<file path="config.mk">
export PLATFORM = sky130hd
export DESIGN_NAME = cardrom_loader_arb_flat
export DESIGN_NICKNAME = d
export VERILOG_FILES = /design/src/rtl/cardrom_loader_arb_if.sv /design/src/rtl/cardrom_loader_arb.sv /design/src/flat_wrapper.sv
export SDC_FILE = /design/constraint.sdc
export NUM_CORES = 1
export LEC_CHECK = 0
export BUFFER_PORTS_ARGS = -buffer_cell sky130_fd_sc_hd__buf_2
export CORE_ASPECT_RATIO = 0.8
export CORE_MARGIN = 3
export CORE_UTILIZATION = 45
export DETAILED_ROUTE_END_ITERATION = 10
export PLACE_DENSITY = 0.73
export RECOVER_POWER = 100
export SYNTH_ARGS = -nofsm -noshare
export SYNTH_HDL_FRONTEND = slang
export SYNTH_SLANG_ARGS = --single-unit
export TNS_END_PERCENT = 100
</file>
<file path="constraint.sdc">
create_clock -name clk_logic -period 2.5 [get_ports clk_logic]
set_input_delay 0.75 -clock clk_logic [delete_from_list [all_inputs] [get_ports clk_logic]]
set_output_delay 0.75 -clock clk_logic [all_outputs]
set_load 0.01 [all_outputs]
</file>
<file path="src/rtl/cardrom_loader_arb_if.sv">
// Bundles the loader control, byte stream, Apple II bus read port, BRAM port
// and status lines of cardrom_loader_arb. The slave modport is the loader's view.
//
// Stream handshake: a byte moves on a rising clock edge exactly when
// src_valid_i && src_ready_o are both high in the cycle before that edge.
// The source holds src_valid_i and src_data_i stable until the byte moves.
// src_ready_o may drop at any time, for example while the bus owns the BRAM port.
interface cardrom_loader_arb_if #(
  parameter int ADDR_WIDTH = 11,
  parameter int LEN_WIDTH  = 12
);
  logic                  load_start_i;
  logic [LEN_WIDTH-1:0]  load_len_i;
  logic                  src_valid_i;
  logic [7:0]            src_data_i;
  logic                  src_ready_o;
  logic                  bus_rd_req_i;
  logic [ADDR_WIDTH-1:0] bus_addr_i;
  logic [7:0]            bus_data_o;
  logic [ADDR_WIDTH-1:0] rom_addr_o;
  logic                  rom_we_o;
  logic [7:0]            rom_wdata_o;
  logic [7:0]            rom_rdata_i;
  logic                  busy_o;
  logic                  done_o;
  logic                  error_o;
  logic                  req_rom_release_o;
  logic [2:0]            dbg_state_o;   // FSM state encoding, for debug and checkers

  modport slave (
    input  load_start_i, load_len_i, src_valid_i, src_data_i,
           bus_rd_req_i, bus_addr_i, rom_rdata_i,
    output src_ready_o, bus_data_o, rom_addr_o, rom_we_o, rom_wdata_o,
           busy_o, done_o, error_o, req_rom_release_o, dbg_state_o
  );

  modport master (
    output load_start_i, load_len_i, src_valid_i, src_data_i,
           bus_rd_req_i, bus_addr_i, rom_rdata_i,
    input  src_ready_o, bus_data_o, rom_addr_o, rom_we_o, rom_wdata_o,
           busy_o, done_o, error_o, req_rom_release_o, dbg_state_o
  );
endinterface

</file>
<file path="src/rtl/cardrom_loader_arb.sv">
// Card-ROM loader and BRAM port arbiter.
// Fills the card-ROM BRAM from a byte stream after boot, then raises
// req_rom_release_o (sticky until reset). Apple II bus reads always own the
// single BRAM port; the loader stalls while a bus read is in progress.
// Optional feature macro: CARDROM_CHECKSUM_EN -- the last stream byte is an
// 8-bit additive checksum of the preceding bytes and is not written.
module cardrom_loader_arb #(
  parameter int ROM_DEPTH  = 2048,
  parameter int ADDR_WIDTH = 11
) (
  input  logic clk_logic,
  input  logic system_reset_n,
  cardrom_loader_arb_if.slave io
);

  typedef enum logic [2:0] {
    S_IDLE  = 3'd0,
    S_LOAD  = 3'd1,
    S_CHECK = 3'd2,
    S_DONE  = 3'd3,
    S_ERROR = 3'd4
  } state_t;

  localparam logic [12:0] DEPTH_L = 13'(ROM_DEPTH);
`ifdef CARDROM_CHECKSUM_EN
  localparam logic [11:0] MIN_LEN = 12'd2;  // need at least one payload byte plus checksum
`else
  localparam logic [11:0] MIN_LEN = 12'd1;
`endif

  state_t      state, state_n;
  logic [11:0] byte_cnt;     // bytes accepted so far; low bits are the write address
  logic [11:0] len_q;        // length captured at load start
  logic        release_q;
  logic        bus_rd_q;     // a bus read was issued last cycle, BRAM data is ready now
  logic [7:0]  bus_data_q;
`ifdef CARDROM_CHECKSUM_EN
  logic [7:0]  sum_q;        // running sum mod 256 of payload bytes
  logic [7:0]  chk_q;        // checksum byte received at the end of the stream
`endif

  logic len_ok;
  logic start_ok;
  logic accept;
  logic last_byte;

  // FSM state register
  always_ff @(posedge clk_logic) begin
    if (!system_reset_n) state <= S_IDLE;
    else                 state <= state_n;
  end

  // Next-state, arbitration and status decode
  always_comb begin
    state_n        = state;
    len_ok         = (io.load_len_i >= MIN_LEN) && ({1'b0, io.load_len_i} <= DEPTH_L);
    start_ok       = 1'b0;
    last_byte      = (byte_cnt == (len_q - 12'd1));
    io.src_ready_o = (state == S_LOAD) && !io.bus_rd_req_i;
    accept         = io.src_ready_o && io.src_valid_i;
    io.rom_addr_o  = byte_cnt[ADDR_WIDTH-1:0];
    io.rom_we_o    = 1'b0;
    io.rom_wdata_o = io.src_data_i;

    // The bus owns the port whenever it asks; src_ready_o is already low then.
    if (io.bus_rd_req_i) io.rom_addr_o = io.bus_addr_i;

`ifdef CARDROM_CHECKSUM_EN
    io.rom_we_o = accept && !last_byte;
`else
    io.rom_we_o = accept;
`endif

    case (state)
      S_IDLE, S_ERROR: begin
        if (io.load_start_i) begin
          start_ok = len_ok;
          state_n  = len_ok ? S_LOAD : S_ERROR;
        end
      end
      S_LOAD: begin
        if (accept && last_byte) begin
`ifdef CARDROM_CHECKSUM_EN
          state_n = S_CHECK;
`else
          state_n = S_DONE;
`endif
        end
      end
      S_CHECK: begin
`ifdef CARDROM_CHECKSUM_EN
        state_n = (sum_q == chk_q) ? S_DONE : S_ERROR;
`else
        state_n = S_IDLE;
`endif
      end
      S_DONE:  state_n = S_DONE;
      default: state_n = S_IDLE;
    endcase

    io.busy_o            = (state == S_LOAD) || (state == S_CHECK);
    io.done_o            = (state == S_DONE);
    io.error_o           = (state == S_ERROR);
    io.req_rom_release_o = release_q;
    io.bus_data_o        = bus_data_q;
    io.dbg_state_o       = state;
  end

  // Byte counter, checksum, release flag and bus read data register
  always_ff @(posedge clk_logic) begin
    if (!system_reset_n) begin
      byte_cnt   <= '0;
      len_q      <= '0;
      release_q  <= 1'b0;
      bus_rd_q   <= 1'b0;
      bus_data_q <= '0;
`ifdef CARDROM_CHECKSUM_EN
      sum_q      <= '0;
      chk_q      <= '0;
`endif
    end else begin
      if (start_ok) begin
        byte_cnt <= '0;
        len_q    <= io.load_len_i;
`ifdef CARDROM_CHECKSUM_EN
        sum_q    <= '0;
`endif
      end else if (accept) begin
        byte_cnt <= byte_cnt + 12'd1;
`ifdef CARDROM_CHECKSUM_EN
        if (last_byte) chk_q <= io.src_data_i;
        else           sum_q <= sum_q + io.src_data_i;
`endif
      end
      if (state_n == S_DONE) release_q <= 1'b1;
      bus_rd_q <= io.bus_rd_req_i;
      if (bus_rd_q) bus_data_q <= io.rom_rdata_i;
    end
  end

endmodule
</file>
<file path="src/flat_wrapper.sv">
// flat-port wrapper written by rule: the top's interface ports become plain ports
module cardrom_loader_arb_flat 
#(
  parameter int ROM_DEPTH  = 2048,
  parameter int ADDR_WIDTH = 11
)
  (clk_logic, system_reset_n, io_load_start_i, io_load_len_i, io_src_valid_i, io_src_data_i, io_bus_rd_req_i, io_bus_addr_i, io_rom_rdata_i, io_src_ready_o, io_bus_data_o, io_rom_addr_o, io_rom_we_o, io_rom_wdata_o, io_busy_o, io_done_o, io_error_o, io_req_rom_release_o, io_dbg_state_o);
  cardrom_loader_arb_if #(.ADDR_WIDTH(ADDR_WIDTH)) io_i ();
  input  logic clk_logic;
  input  logic system_reset_n;
  input wire logic [$bits(io_i.load_start_i)-1:0] io_load_start_i;
  input wire logic [$bits(io_i.load_len_i)-1:0] io_load_len_i;
  input wire logic [$bits(io_i.src_valid_i)-1:0] io_src_valid_i;
  input wire logic [$bits(io_i.src_data_i)-1:0] io_src_data_i;
  input wire logic [$bits(io_i.bus_rd_req_i)-1:0] io_bus_rd_req_i;
  input wire logic [$bits(io_i.bus_addr_i)-1:0] io_bus_addr_i;
  input wire logic [$bits(io_i.rom_rdata_i)-1:0] io_rom_rdata_i;
  output wire logic [$bits(io_i.src_ready_o)-1:0] io_src_ready_o;
  output wire logic [$bits(io_i.bus_data_o)-1:0] io_bus_data_o;
  output wire logic [$bits(io_i.rom_addr_o)-1:0] io_rom_addr_o;
  output wire logic [$bits(io_i.rom_we_o)-1:0] io_rom_we_o;
  output wire logic [$bits(io_i.rom_wdata_o)-1:0] io_rom_wdata_o;
  output wire logic [$bits(io_i.busy_o)-1:0] io_busy_o;
  output wire logic [$bits(io_i.done_o)-1:0] io_done_o;
  output wire logic [$bits(io_i.error_o)-1:0] io_error_o;
  output wire logic [$bits(io_i.req_rom_release_o)-1:0] io_req_rom_release_o;
  output wire logic [$bits(io_i.dbg_state_o)-1:0] io_dbg_state_o;
  assign io_i.load_start_i = io_load_start_i;
  assign io_i.load_len_i = io_load_len_i;
  assign io_i.src_valid_i = io_src_valid_i;
  assign io_i.src_data_i = io_src_data_i;
  assign io_i.bus_rd_req_i = io_bus_rd_req_i;
  assign io_i.bus_addr_i = io_bus_addr_i;
  assign io_i.rom_rdata_i = io_rom_rdata_i;
  assign io_src_ready_o = io_i.src_ready_o;
  assign io_bus_data_o = io_i.bus_data_o;
  assign io_rom_addr_o = io_i.rom_addr_o;
  assign io_rom_we_o = io_i.rom_we_o;
  assign io_rom_wdata_o = io_i.rom_wdata_o;
  assign io_busy_o = io_i.busy_o;
  assign io_done_o = io_i.done_o;
  assign io_error_o = io_i.error_o;
  assign io_req_rom_release_o = io_i.req_rom_release_o;
  assign io_dbg_state_o = io_i.dbg_state_o;
  cardrom_loader_arb #(.ROM_DEPTH(ROM_DEPTH), .ADDR_WIDTH(ADDR_WIDTH)) u_core (.clk_logic(clk_logic), .system_reset_n(system_reset_n), .io(io_i));
endmodule
</file>
# == After elaboration in Yosys (flattened, before gate mapping) ==
# Cells that the tools add are included.
# totals
ff_bits,37
inputBits,44
elab_cells,33
# classes
add_sub_neg,2
order_cmp,2
n_eq_ne,6
mux,7
bitwise_logic,1
n_reduce_logical,9
# op_table
cell,count
$add 12x1->12 const B,1
$eq 12x12->1,1
$ge 12x1->1 const B,1
$le 12x12->1 const B,1
$sub 12x1->12 const B,1
$mux 11,1
$eq 3x2->1 const B,3
$mux 3,3
$pmux 3 s3,1
$logic_and 1x1->1,4
$reduce_or 2->1,2
$eq 3x1->1 const B,1
$eq 3x3->1 const B,1
$logic_not 3->1,1
$mux 1,2
$logic_not 1->1,1
$logic_or 1x1->1,1
$not 1->1,1

# == Depth between registers and ports, before layout ==
# Gate-level depths: netlist (run 1).
# depth
depth_word,7
ltp_mapped,10
mapped_depth_nobuf,8

# == Worst setup path before layout (run 1) ==
# Ideal clock, no wire load.
# synth_path
path_type,input to register
start,in io_load_len_i[3]
end,reg u_core.len_q[10]
setup_ns,0.116
t_arrival_ns,2.579
required_ns,2.384
path_slack_ns,-0.195
cell_stages,8
cell_sequence,or4_1 -> or4_1 -> and2_1 -> and3_4 -> buf_6 -> buf_6 -> mux2i_1 -> nor2b_1
# synth_between
elab_chain_len,4
word_cells_on_any_way,5
classes_between,2 x order compare; 2 x mux; 1 x reduce/logical
# synth_rtl
item,line_no,text
start: declaration,flat_wrapper.sv:12,input wire logic [$bits(io_i.load_len_i)-1:0] io_load_len_i;
$ge 12x1->1 or $le 12x12->1 (tied branches),cardrom_loader_arb.sv:56,"len_ok = (io.load_len_i >= MIN_LEN) && ({1'b0, io.load_len_i} <= DEPTH_L);"
$logic_and 1x1->1 *,cardrom_loader_arb.sv:56,
$mux 1 *,cardrom_loader_arb.sv:76,if (io.load_start_i) begin
$mux 1 *,cardrom_loader_arb.sv:74,case (state)
end signal: assignment,cardrom_loader_arb.sv:124,len_q <= io.load_len_i;
end: declaration,cardrom_loader_arb.sv:33,logic [11:0] len_q;
# Every way passes the cells marked *; elsewhere a longest branch is shown, timed or not.
# A chain may end at the register's enable or synchronous reset.

# == Worst setup path in the final report (run 1) ==
# layout_path
start,in io_load_len_i[10]
end,reg u_core.byte_cnt[10]
# layout_between
elab_chain_len,5
word_cells_on_any_way,6
classes_between,2 x order compare; 2 x mux; 2 x reduce/logical
# layout_rtl
item,line_no,text
$ge 12x1->1 or $le 12x12->1 (tied branches),cardrom_loader_arb.sv:56,
$logic_and 1x1->1 *,cardrom_loader_arb.sv:56,
$mux 1 *,cardrom_loader_arb.sv:76,
$mux 1 *,cardrom_loader_arb.sv:74,
$reduce_or 2->1 (no source line) *,-,
end signal: assignment,cardrom_loader_arb.sv:129,byte_cnt <= byte_cnt + 12'd1;
end: declaration,cardrom_loader_arb.sv:32,logic [11:0] byte_cnt;
# Marks and branches as above.

==> results of run 1 <==
[cells in the mapped netlist (all sizes together) (2+ instances only)]
cell / instances / area, um^2
a21oi: 2 / 10.0
nor2: 21 / 78.8
and3: 5 / 36.3
nor4: 3 / 25.0
a211oi: 4 / 30.0
ha: 2 / 25.0
nand3: 10 / 50.1
nor2b: 22 / 138
nand2b: 3 / 26.3
mux2: 11 / 124
dfxtp: 37 / 741
o21ai: 2 / 10.0
buf: 12 / 97.6
nor3b: 2 / 15.0
o31ai: 2 / 15.0
and2: 7 / 43.8
mux2i: 23 / 230
clkbuf: 10 / 37.5
nor3: 3 / 15.0
inv: 4 / 15.0
xor2: 17 / 149
nand2: 10 / 37.5
nand4: 5 / 31.3
or4: 4 / 30.0
xnor2: 10 / 87.6
[cell families (layout without fill, tap and decap cells)]
family                     after synthesis  after routing
and+or+nand+nor                         99            100
DFF                                     37             37
muxes                                   34             34
xor gates and xnor gates                27             27
buffers and inverters                   26             87
AOI/OAI and AO/OA                       20             20
adders and majority gates                2              2
[layer usage]
metal | global-route usage (%) | share of wire, % | vias up
met2 | 25.6 | 45 | 36
met1 | 23.2 | 49 | 833
li1 | - | - | 968
met5 | 0 | 0 | -
met4 | 4.15 | 0.70 | 0
met3 | 4.04 | 4.5 | 4
[critical path, delay by kind of cell]
family | cells | cell delay (ns)
simple gates | 6 | 1.78
buf+inv | 1 | 0.12
[layout make-up]
| type | instances | area (um^2) | area share [%] |
|---|---|---|---|
| Multi-Input combinational cell | 183 | 1340 | 50.9 |
| Sequential cell | 37 | 741 | 28.1 |
| Timing Repair Buffer | 75 | 379 | 14.4 |
| Tap cell | 60 | 75.1 | 2.85 |
| Clock buffer | 6 | 72.6 | 2.76 |
| Inverter | 4 | 15.0 | 0.570 |
| Clock inverter | 2 | 10.0 | 0.380 |
[how the worst min path moves through the flow]
stage               slack [ns]                     endpoint                        start  depth (start not counted)
finish                    0.47  u_core.io.req_rom_release_o  u_core.io.req_rom_release_o                          2
global route              0.51  u_core.io.req_rom_release_o  u_core.io.req_rom_release_o                          2
CTS                       0.47  u_core.io.req_rom_release_o  u_core.io.req_rom_release_o                          2
detailed placement        0.45  u_core.io.req_rom_release_o  u_core.io.req_rom_release_o                          2
global placement          0.44  u_core.io.req_rom_release_o  u_core.io.req_rom_release_o                          2
floorplan                 0.48  u_core.io.req_rom_release_o  u_core.io.req_rom_release_o                          2
[stage by stage]
stage               instance area, um^2  util (%)
global route                       2630      56.6
finish                             2630      56.6
floorplan                          2220         -
detailed placement                 2580      55.4
CTS                                2660      57.2
global placement                   2580      55.4
[power groups by stage]
stage	Combinational (mW)	Sequential, mW	Clock (mW)
finish	0.263	0.637	0.396
global route	0.290	0.640	0.431
CTS	0.267	0.637	0.408
detailed placement	0.267	0.650	0
global placement	0.260	0.650	0
floorplan	0.192	0.642	0
[registers in the layout, summed over array words and instances, names as in the netlist]
register,cells
u_core.byte_cnt,12
u_core.io.req_rom_release_o,1
u_core.bus_rd_q,1
u_core.len_q,12
u_core.io.dbg_state_o,3
u_core.io.bus_data_o,8
[timing repair]
item | 4_1_cts | 5_1_grt
buffers inserted | 0 | 0
setup endpoints to repair | 0 | 12
gates resized for setup | 0 | 1
==> results.sh, run 1 <==
export IMPL_seq_area_frac_synth_pct=33.5
export IMPL_ant_nets=0
export IMPL_tns_ns=0
export IMPL_r2r_cells=8
export IMPL_critical_path_arrival_ns=2.65
export IMPL_via_per_inst=5.02
export IMPL_die_w_um=84.4
export IMPL_cp_end_kind="flop"
export IMPL_cp_start_kind="primary input"
export IMPL_synth_xor_area_share_pct=10.7
export IMPL_synth_fp_nets=291
export IMPL_core_um2=4650
export IMPL_dieArea_um2=5800
export IMPL_final_common_cell="buf_2"
export IMPL_cp_max_fo=14
export IMPL_synth_top_family_by_area="simple AND/OR/NAND/NOR gates"
export IMPL_final_hold_violation_count=0
export IMPL_antenna_found_initial=0
export IMPL_clock_fmax_mhz=413
export IMPL_syn_avg_cell_area_um2=9.03
export IMPL_cpPeakStageDelay_ns=0.55
export IMPL_crit_slowest_cell="or4_1"
export IMPL_combinationalPowerShare_pct=20.3
export IMPL_cts_max_level=2
export IMPL_critPathCapture="u_core.byte_cnt[10]"
export IMPL_cp_required_ns=2.72
export IMPL_num_nets_final=352
export IMPL_dp_hpwl_um=3720
export IMPL_syn_instance_count=245
export IMPL_cts_sinks=37
export IMPL_drt_iter0_markers=80
export IMPL_drv_cap=0
export IMPL_fin_skew_ns=0.00749
export IMPL_ys_types=44
export IMPL_path_cells="buf_2 > or4_1 > or4_1 > and2_1 > and3_4 > nand2b_4 > nor2_1"
export IMPL_grt_use_total_pct=16.5
export IMPL_rr_startpoint="u_core.len_q[0]"
export IMPL_num_rows=22
export IMPL_synthMuxAreaShare_pct=16.0
export IMPL_synth_warnings=0
export IMPL_syn_to_final_growth_pct=19.1
export IMPL_fillers=435
export IMPL_power_switching_mw=0.356
export IMPL_setup_viol=0
export IMPL_reg2reg_to="u_core.io.req_rom_release_o"
export IMPL_clk_pin_slew_worst_paths_ns=0.07
export IMPL_maxSlewHeadroom_pct=67.2
export IMPL_critical_path_class="primary input to flop"
export IMPL_start_util_pct=47.6
export IMPL_clkPwrFrac_pct=30.6
export IMPL_cts_root_buf="clkbuf_8"
export IMPL_synth_compound_area_share_pct=6.67
export IMPL_top_level_ports=80
export IMPL_die_h_um=68.7
export IMPL_tightest_slew_ns=0.491
export IMPL_cts_made_buffers=5
export IMPL_min_path_type="flop to flop"
export IMPL_cts_hold_buffers=0
export IMPL_gr_total_overflow=0
export IMPL_grt_max_degree=18
export IMPL_rsz0062_at_grt="true"
export IMPL_async_flop_share_pct=0
export IMPL_grt_pass1_wl_um=7690
export IMPL_dp_cells=358
export IMPL_crit_start="io_load_len_i[10]"
export IMPL_diodes=0
export IMPL_r2r_slack_ns=0.43
export IMPL_drc=0
export IMPL_leakage_nw=1.11
export IMPL_synth_ff_type="dfxtp_1"
export IMPL_holdWs_ns=0.467
export IMPL_wl_per_cell_um=13.3
export IMPL_firstDrtPassIters=4
export IMPL_internal_power_mw=0.940
export IMPL_clock_path_buffers=2
export IMPL_synth_fa_ha_area_share_pct=1.13
export IMPL_synth_area_um2=2210
export IMPL_fin_crit_sh_pct=97.0
export IMPL_cts_tree="done"
export IMPL_gp_congestion=0.821
export IMPL_synth_seq_cells=37
export IMPL_final_cells=367
export IMPL_drive_gt1_share_pct=26.4
export IMPL_worst_slack_ns=0.0759
export IMPL_cellPowerDensity_nw_per_um2=492
export IMPL_pre_cts_slack_ns=-0.244
export IMPL_cp_common_cell="or4_1"
export IMPL_design_power_total_mw=1.30
export IMPL_clkLatencyLatePin_ns=0.29
export IMPL_yosys_area_share_simple_pct=25.2
export IMPL_status="finished, final reports clean"
export IMPL_portBuffers=63
export IMPL_peakVddDrop_uv=241
export IMPL_period_needed_ns=2.42
export IMPL_slew_violations=0
export IMPL_p_sw_share_pct=27.5
export IMPL_layout_common_cells="buf_2, dfxtp_1, mux2i_1"
export IMPL_vias=1841
export IMPL_synth_edf_count=0
export IMPL_drt_wl_total_um=4870
export IMPL_seqPwrFrac_pct=49.1
export IMPL_first_global_vias=1656
Note: power is estimated with default switching activity, not from simulation.
==> run 2: changes to the inputs <==
Settings changed: PLACE_DENSITY 0.73 to 0.76.
==> run 2 against run 1 <==
Critical path depth unchanged. Sequential power about the same. First-iteration DRC count decreased by 38%. Critical endpoint is now u_core.len_q[7].
==> results.sh, run 2 (synthesis results as in run 1) <==
export IMPL_status="finished, final reports clean"
export IMPL_clkPwrFrac_pct=37.5
export IMPL_grt_use_total_pct=16.9
export IMPL_fin_crit_sh_pct=96.5
export IMPL_cp_end_kind="flop"
export IMPL_first_global_vias=1736
export IMPL_clkLatencyLatePin_ns=0.29
export IMPL_setup_viol=0
export IMPL_diodes=0
export IMPL_final_hold_violation_count=0
export IMPL_min_delay_start="u_core.io.req_rom_release_o"
export IMPL_vias=1888
export IMPL_layout_common_cells="buf_2, dfxtp_1, clkbuf_1"
export IMPL_fin_skew_ns=0.00404
export IMPL_wl_per_cell_um=13.4
export IMPL_slew_violations=0
export IMPL_syn_to_final_growth_pct=20.8
export IMPL_cts_root_buf="clkbuf_8"
export IMPL_internal_power_mw=1.07
export IMPL_clk_pin_slew_worst_paths_ns=0.07
export IMPL_via_per_inst=5.13
export IMPL_cp_max_fo=14
export IMPL_start_util_pct=47.6
export IMPL_drt_wl_total_um=4950
export IMPL_design_power_total_mw=1.44
export IMPL_leakage_nw=1.11
export IMPL_power_switching_mw=0.369
export IMPL_gr_total_overflow=0
export IMPL_num_rows=22
export IMPL_cts_sinks=37
export IMPL_rr_startpoint="u_core.len_q[0]"
export IMPL_die_h_um=68.7
export IMPL_cts_made_buffers=5
export IMPL_crit_start="io_load_len_i[10]"
export IMPL_clock_fmax_mhz=414
export IMPL_min_path_type="flop to flop"
export IMPL_drc=0
export IMPL_tightest_slew_ns=0.682
export IMPL_drv_cap=0
export IMPL_rsz0062_at_grt="false"
export IMPL_num_nets_final=353
export IMPL_fillers=441
export IMPL_final_common_cell="buf_2"
export IMPL_seqPwrFrac_pct=44.3
export IMPL_peakVddDrop_uv=256
export IMPL_grt_max_degree=21
export IMPL_ant_nets=0
export IMPL_drt_iter0_markers=50
export IMPL_r2r_slack_ns=0.45
export IMPL_grt_pass1_wl_um=7760
export IMPL_antenna_found_initial=0
export IMPL_cellPowerDensity_nw_per_um2=538
export IMPL_dieArea_um2=5800
export IMPL_final_core_util_pct=57.5
export IMPL_period_needed_ns=2.41
export IMPL_cts_tree="done"
export IMPL_cts_max_level=2
export IMPL_maxSlewHeadroom_pct=54.5
export IMPL_critical_path_class="primary input to flop"
export IMPL_dp_hpwl_um=3750
export IMPL_cp_required_ns=2.69
export IMPL_top_level_ports=80
export IMPL_p_sw_share_pct=25.6
export IMPL_regArea_um2=741
export IMPL_critical_path_arrival_ns=2.60
export IMPL_gp_congestion=0.880
export IMPL_cp_start_kind="primary input"
export IMPL_design_area_um2=2670
export IMPL_portBuffers=63
export IMPL_die_w_um=84.4
export IMPL_drive_gt1_share_pct=26.0
export IMPL_firstDrtPassIters=4
export IMPL_cts_hold_buffers=0
export IMPL_combinationalPowerShare_pct=18.2
export IMPL_core_um2=4650
export IMPL_clock_path_buffers=2
export IMPL_multi_input_area_um2=1350
export IMPL_dpl_cell_area_um2=2570
[run 2: changes by cell type in the layout (fill, tap and decap cells not counted), sizes merged]
cell and change:
clkinv -2, buf -1, clkbuf +2, bufinv +1
clkinvlp +1
[run 2: metal layers]
metal	up-vias	global-route usage [%]	routed length (um)
met5	-	0	0
met4	0	10.1	144
li1	963	-	-
met2	31	26.2	2200
met1	880	22.0	2420
met3	14	3.68	183
[run 2: power groups by stage]
stage	sequential, mW	clock (mW)	combinational (mW)
final	0.637	0.540	0.262
after global routing	0.640	0.573	0.292
after CTS	0.636	0.551	0.266
after detailed placement	0.650	0	0.265
after global placement	0.649	0	0.258
after floorplan	0.642	0	0.192
[run 2: what timing repair did]
action,CTS,global route
endpoints found under the setup margin,0,12
resized for setup,0,3
buffers inserted,0,0
[run 2: critical path: stages]
cell and delay [ns]:
buf_2 0.12, or4_4 0.53, or4_4 0.54, and2_1 0.16, and3_4 0.23, mux2i_1 0.19, nor2b_1 0.07
[run 2: layout make-up]
| type | count | area share [%] |
|---|---|---|
| Sequential cell | 37 | 27.7 |
| Inverter | 4 | 0.562 |
| Clock inverter | 2 | 1.40 |
| Timing Repair Buffer | 76 | 14.0 |
| Multi-Input combinational cell | 183 | 50.5 |
| Clock buffer | 6 | 3.09 |
| Tap cell | 60 | 2.81 |
[run 2: per-stage QoR]
stage	cells	setup slack (ns)	hold WS (ns)	setup TNS (ns)
2_1_floorplan	245	-0.160	0.482	-2.81
3_3_place_gp	359	-0.206	0.438	-4.61
3_5_place_dp	359	-0.262	0.464	-5.53
4_1_cts	367	0.0469	0.489	0
5_1_grt	368	0.0217	0.531	0
6_report	368	0.0864	0.489	0
[run 2: final timing paths]
| check | end | cells after the start |
|---|---|---|
| max | u_core.len_q[7] | 7 |
| min | u_core.io.req_rom_release_o | 2 |
| max reg2reg | u_core.io.req_rom_release_o | 9 |
| min reg2reg | u_core.io.req_rom_release_o | 2 |
